File: config.mk
export PLATFORM = sky130hd
export DESIGN_NAME = wave_pwm_dac
export DESIGN_NICKNAME = d
export VERILOG_FILES = /design/src/rtl/wave_pwm_dac.sv
export SDC_FILE = /design/constraint.sdc
export NUM_CORES = 1
export LEC_CHECK = 0
export ABC_AREA = 1
export CAP_MARGIN = 0
export CORE_UTILIZATION = 30
export CTS_BUF_LIST = sky130_fd_sc_hd__clkbuf_16
export CTS_CLUSTER_DIAMETER = 60
export CTS_CLUSTER_SIZE = 24
export DETAILED_ROUTE_END_ITERATION = 10
export GPL_ROUTABILITY_DRIVEN = 0
export PLACE_DENSITY = 0.48
export SETUP_SLACK_MARGIN = 0.4
export SLEW_MARGIN = 20
export SYNTH_ARGS = -nofsm -noshare
export SYNTH_HDL_FRONTEND = slang
export SYNTH_SLANG_ARGS = --single-unit
export TNS_END_PERCENT = 100
File: constraint.sdc
create_clock -name clk -period 2.3 [get_ports clk]
set_input_delay 0.46 -clock clk [delete_from_list [all_inputs] [get_ports clk]]
set_output_delay 0.46 -clock clk [all_outputs]
set_load 0.03 [all_outputs]
File: src/rtl/wave_pwm_dac.sv
// wave_pwm_dac
//   1-bit PWM DAC for waveform samples. A one-entry holding buffer takes
//   samples over a valid/ready handshake. The buffered sample becomes the
//   duty value only on a PWM period boundary, so the output never glitches
//   mid-period. Every boundary that finds no sample is counted as an underrun.
//
// Parameters
//   DW        sample width; a PWM period is 2^DW-1 ticks
//   PRESCALE  clocks per PWM tick (>= 1)
//   UCNT_W    width of the saturating underrun counter
//
// Ports
//   clk             rising-edge clock
//   rst             asynchronous reset, active-high
//   enable          run the PWM; low holds the counters at zero and drives pwm_o low
//   sample_i        next duty value (unsigned)
//   sample_vld_i    sample_i is valid
//   sample_rdy_o    buffer can accept a sample (low while rst is high)
//   pwm_o           registered PWM output
//   period_start_o  pulse on the first cycle of each PWM period
//   underrun_o      pulse after a boundary that found no sample
//   underrun_cnt_o  saturating underrun count
module wave_pwm_dac #(
    parameter int DW       = 8,
    parameter int PRESCALE = 1,
    parameter int UCNT_W   = 16
) (
    input  logic              clk,
    input  logic              rst,
    input  logic              enable,
    input  logic [DW-1:0]     sample_i,
    input  logic              sample_vld_i,
    output logic              sample_rdy_o,
    output logic              pwm_o,
    output logic              period_start_o,
    output logic              underrun_o,
    output logic [UCNT_W-1:0] underrun_cnt_o
);

    localparam int            PW         = (PRESCALE > 1) ? $clog2(PRESCALE) : 1;
    localparam logic [PW-1:0] PRESC_LAST = PW'(PRESCALE - 1);
    // Last count of a period: 2^DW-2, so the period is 2^DW-1 ticks and a
    // duty of all-ones keeps the output high for the whole period.
    localparam logic [DW-1:0] CNT_MAX    = {{(DW-1){1'b1}}, 1'b0};

    function automatic logic [UCNT_W-1:0] sat_inc(input logic [UCNT_W-1:0] v);
        return (&v) ? v : v + 1'b1;
    endfunction

    logic [PW-1:0] presc;
    logic [DW-1:0] cnt;
    logic [DW-1:0] duty;
    logic [DW-1:0] sample_buf;
    logic          buf_full;
    logic          enable_p1;

    logic tick;
    logic boundary;
    logic accept;
    logic underrun_now;

    assign sample_rdy_o = ~rst & ~buf_full;
    assign accept       = sample_vld_i & sample_rdy_o;
    assign tick         = enable && (presc == PRESC_LAST);
    assign boundary     = tick && (cnt == CNT_MAX);
    // A sample arriving on the boundary cycle itself is bypassed into duty,
    // so that case does not count as an underrun.
    assign underrun_now = boundary && !buf_full && !accept;

    always_ff @(posedge clk or posedge rst) begin
        if (rst) begin
            presc          <= '0;
            cnt            <= '0;
            duty           <= '0;
            sample_buf     <= '0;
            buf_full       <= 1'b0;
            enable_p1      <= 1'b0;
            pwm_o          <= 1'b0;
            period_start_o <= 1'b0;
            underrun_o     <= 1'b0;
            underrun_cnt_o <= '0;
        end else begin
            if (!enable) begin
                presc <= '0;
                cnt   <= '0;
            end else if (tick) begin
                presc <= '0;
                cnt   <= (cnt == CNT_MAX) ? '0 : cnt + 1'b1;
            end else begin
                presc <= presc + 1'b1;
            end

            // Output stage: compare of the current count/duty, one clock late
            pwm_o          <= enable && (cnt < duty);
            period_start_o <= boundary || (enable && !enable_p1);
            enable_p1      <= enable;
            underrun_o     <= underrun_now;
            if (underrun_now) begin
                underrun_cnt_o <= sat_inc(underrun_cnt_o);
            end

            // A full buffer holds ready low, so it can never accept on the
            // cycle its contents move into duty.
            if (boundary && buf_full) begin
                duty     <= sample_buf;
                buf_full <= 1'b0;
            end else if (boundary && accept) begin
                duty <= sample_i;
            end else if (accept) begin
                sample_buf <= sample_i;
                buf_full   <= 1'b1;
            end
        end
    end

endmodule

==> flow_metrics.env <==
export IMPL_dp_slack_ns=0.132
export IMPL_whs_ns=0.416
export IMPL_wirelength_mm=5.88
export IMPL_layout_setup_ws_ns=0.437
export IMPL_clock_fmax_mhz=537
export IMPL_portBuffers=31
export IMPL_hold_class="reg -> reg"
export IMPL_dp_cells=473
export IMPL_cts_htree_levels=2
export IMPL_synth_nets=359
export IMPL_vias_per_cell=4.52
export IMPL_syn_inst=337
export IMPL_seqPwrFrac_pct=51.4
export IMPL_grt_pass1_wl_mm=10.1
export IMPL_row_count=33
export IMPL_yosys_top_cells_count="102 x nand2_1, 47 x inv_1, 46 x dfrtp_1"
export IMPL_yosys_cell_types_count=27
export IMPL_root_buffer="clkbuf_16"
export IMPL_peakVddDrop_mv=0.281
export IMPL_synth_top_area_share_pct=44.0
export IMPL_netSwitchingPower_uw=359
export IMPL_yosys_area_share_simple_pct=33.7
export IMPL_switching_share_pct=22.2
export IMPL_boundaryPins=32
export IMPL_post_route_util_pct=39.1
export IMPL_whs_path_depth=1
export IMPL_finalCritPeriodShare_pct=81.0
export IMPL_hold_violations=0
export IMPL_r2r_start="cnt[0]"
export IMPL_dr_first_iter_drc_count=105
export IMPL_p_clk_share_pct=43.5
export IMPL_finalMaxSlewViolations=0
export IMPL_r2r_slack_ns=0.57
export IMPL_synthMuxAreaShare_pct=0
export IMPL_syn_to_final_growth_pct=24.8
export IMPL_synth_fa_ha_area_share_pct=4.78
export IMPL_rsz0062_at_grt="false"
export IMPL_whs_endpoint="period_start_o"
export IMPL_yosysSeqAreaShare_pct=44.0
export IMPL_grt_antenna_before_repair=0
export IMPL_drt_wirelength_per_cell_um=12.1
export IMPL_reg2reg_depth=10
export IMPL_synth_compound_area_share_pct=6.60
export IMPL_drc=0
export IMPL_cts_hold_buf=0
export IMPL_outcome="finished clean"
export IMPL_maxCapViolations=0
export IMPL_intPower_uw=1250
export IMPL_core_mm2=0.00834
export IMPL_power_density_mw_per_mm2=494
export IMPL_dieArea_mm2=0.00910
export IMPL_clkSinkCount=46
export IMPL_r2r_end="underrun_cnt_o[11]"
export IMPL_cts_tree="built"
export IMPL_gr_total_overflow=0
export IMPL_num_vias=2188
export IMPL_synthesis_area_mm2=0.00262
export IMPL_grt_pass1_vias=2123
export IMPL_ys_flop_type="dfrtp_1"
export IMPL_hold_start="enable_p1"
export IMPL_finalSetupTns_ns=0
export IMPL_clk_path_buf_depth=2
export IMPL_leakage_uw=0.00177
export IMPL_firstDrtPassIters=4
export IMPL_end_kind="output pin"
export IMPL_ant_nets=0
export IMPL_avgSynthCellArea_um2=7.76
export IMPL_start_util_pct=31.4
export IMPL_async_reset_ff_share_pct=100
export IMPL_synth_most_common_cell="nand2_1"
export IMPL_detailed_place_hpwl_mm=4.16
export IMPL_pwr_share_comb_pct=5.1
export IMPL_synth_area_leaders="dfrtp_1 44%, nand2_1 15%, inv_1 6.7%"
export IMPL_min_period_ns=1.86
export IMPL_drive_gt1_share_pct=9.76
export IMPL_cp_start_kind="primary input"
export IMPL_setup_violations_final=0
export IMPL_num_antenna_cells=0
export IMPL_worstPathArrival_ns=1.40
export IMPL_synth_edf_count=0
export IMPL_layout_nets=400
export IMPL_path_clk_slew_ns=0.06
export IMPL_cts_made_buffers=5
export IMPL_clock_latency_ns=0.28
export IMPL_crit_type="in -> out"
export IMPL_critPathMaxFanout=2
export IMPL_synth_xor_area_share_pct=3.01
export IMPL_grt_max_degree=47
export IMPL_critPathRequiredTime_ns=1.84
export IMPL_fin_cells=484
export IMPL_synth_largest_area_cell="dfrtp_1"
export IMPL_fp_dieW_um=95.4
export IMPL_yosysWarnings=0
export IMPL_synth_top_family_by_area="simple AND/OR/NAND/NOR gates"
export IMPL_dieHeight_um=95.4
export IMPL_finalClockSkew_ns=0.00653
export IMPL_track_usage_pct=14.5
export IMPL_ys_seq_elements=46
[cell type report]
cell class / count / area, um^2
clock buffer: 5 / 125
clock inverter: 3 / 16.3
fill: 871 / 5080
inverter: 47 / 176
multi-input combinational: 241 / 1260
sequential: 46 / 1150
tap: 105 / 131
timing repair buffer: 37 / 400
[repair_timing]
action,CTS,global route
pin swaps,0,2
cloned,0,0
setup endpoints to repair,9,24
resized for setup,9,9
setup buffers,0,3
[flip-flops by register name (all words and copies together), names as in the netlist]
name            flops
underrun_o          1
cnt                 8
underrun_cnt_o     16
enable_p1           1
buf_full            1
presc               1
duty                8
period_start_o      1
sample_buf          8
pwm_o               1
[worst max path at each step]
stage / startpoint / endpoint / slack (ns) / cells past startpoint
2_1_floorplan: rst / duty[0] / 0.49 / 8
3_3_place_gp: rst / sample_rdy_o / 0.14 / 3
3_5_place_dp: rst / sample_rdy_o / 0.13 / 3
4_1_cts: underrun_cnt_o[11] / underrun_cnt_o[11] / 0.40 / 1
5_1_grt: enable / underrun_cnt_o[3] / 0.40 / 9
6_report: rst / sample_rdy_o / 0.44 / 3
[logic make-up after synthesis]
logic type / after synthesis
other: 1
buffers and inverters: 50
adder cells (fa/ha/maj): 10
XOR/XNOR: 9
AO/OA/AOI/OAI: 33
AND/OR/NAND/NOR: 188
flip-flops: 46
[through the flow]
step | total power, uW | cell area, um^2
after floorplan | 887 | 2620
after global placement | 928 | 3070
after detailed placement | 929 | 3070
after CTS | 1640 | 3200
after global routing | 1690 | 3260
final | 1610 | 3260
[worst max-delay path, cell delays in order]
cell and delay (ns):
clkdlybuf4s50_1 0.44, nor2_1 0.13, clkdlybuf4s15_1 0.38
[power by group through the flow]
| stage | combinational (uW) | sequential, uW | clock (uW) |
|---|---|---|---|
| after floorplan | 41.2 | 846 | 0 |
| after global placement | 84.0 | 844 | 0 |
| after detailed placement | 84.9 | 844 | 0 |
| after CTS | 85.2 | 829 | 723 |
| after global routing | 96.0 | 830 | 760 |
| final | 82.4 | 829 | 703 |
[placed cells by master, fill, tap and decap left out, types with 2 or more instances in the layout]
master / n
a21oi_1: 4
clkbuf_16: 5
nor2_4: 2
a31oi_1: 2
xnor2_1: 3
or2_2: 8
inv_1: 46
ha_1: 10
nand3_1: 31
nor2_1: 20
nand2_2: 5
nand3_2: 2
o22ai_1: 2
dlygate4sd2_1: 8
o21ai_0: 24
clkdlybuf4s50_1: 15
nand2_1: 101
nor2_2: 3
dlymetal6s2s_1: 7
dfrtp_1: 46
nand4_1: 10
buf_4: 3
buf_12: 3
xor2_1: 6
nand3b_1: 2
[per-layer routing]
| layer | vias to the layer above | part of all wire (%) | global-route usage (%) |
|---|---|---|---|
| met5 | - | 0 | 0 |
| met4 | 0 | 0.70 | 4.48 |
| met3 | 2 | 3.4 | 3.11 |
| met2 | 27 | 43 | 21.5 |
| met1 | 1006 | 53 | 20.8 |
| li1 | 1153 | - | - |
No activity file was read; power rests on OpenSTA's default activity.
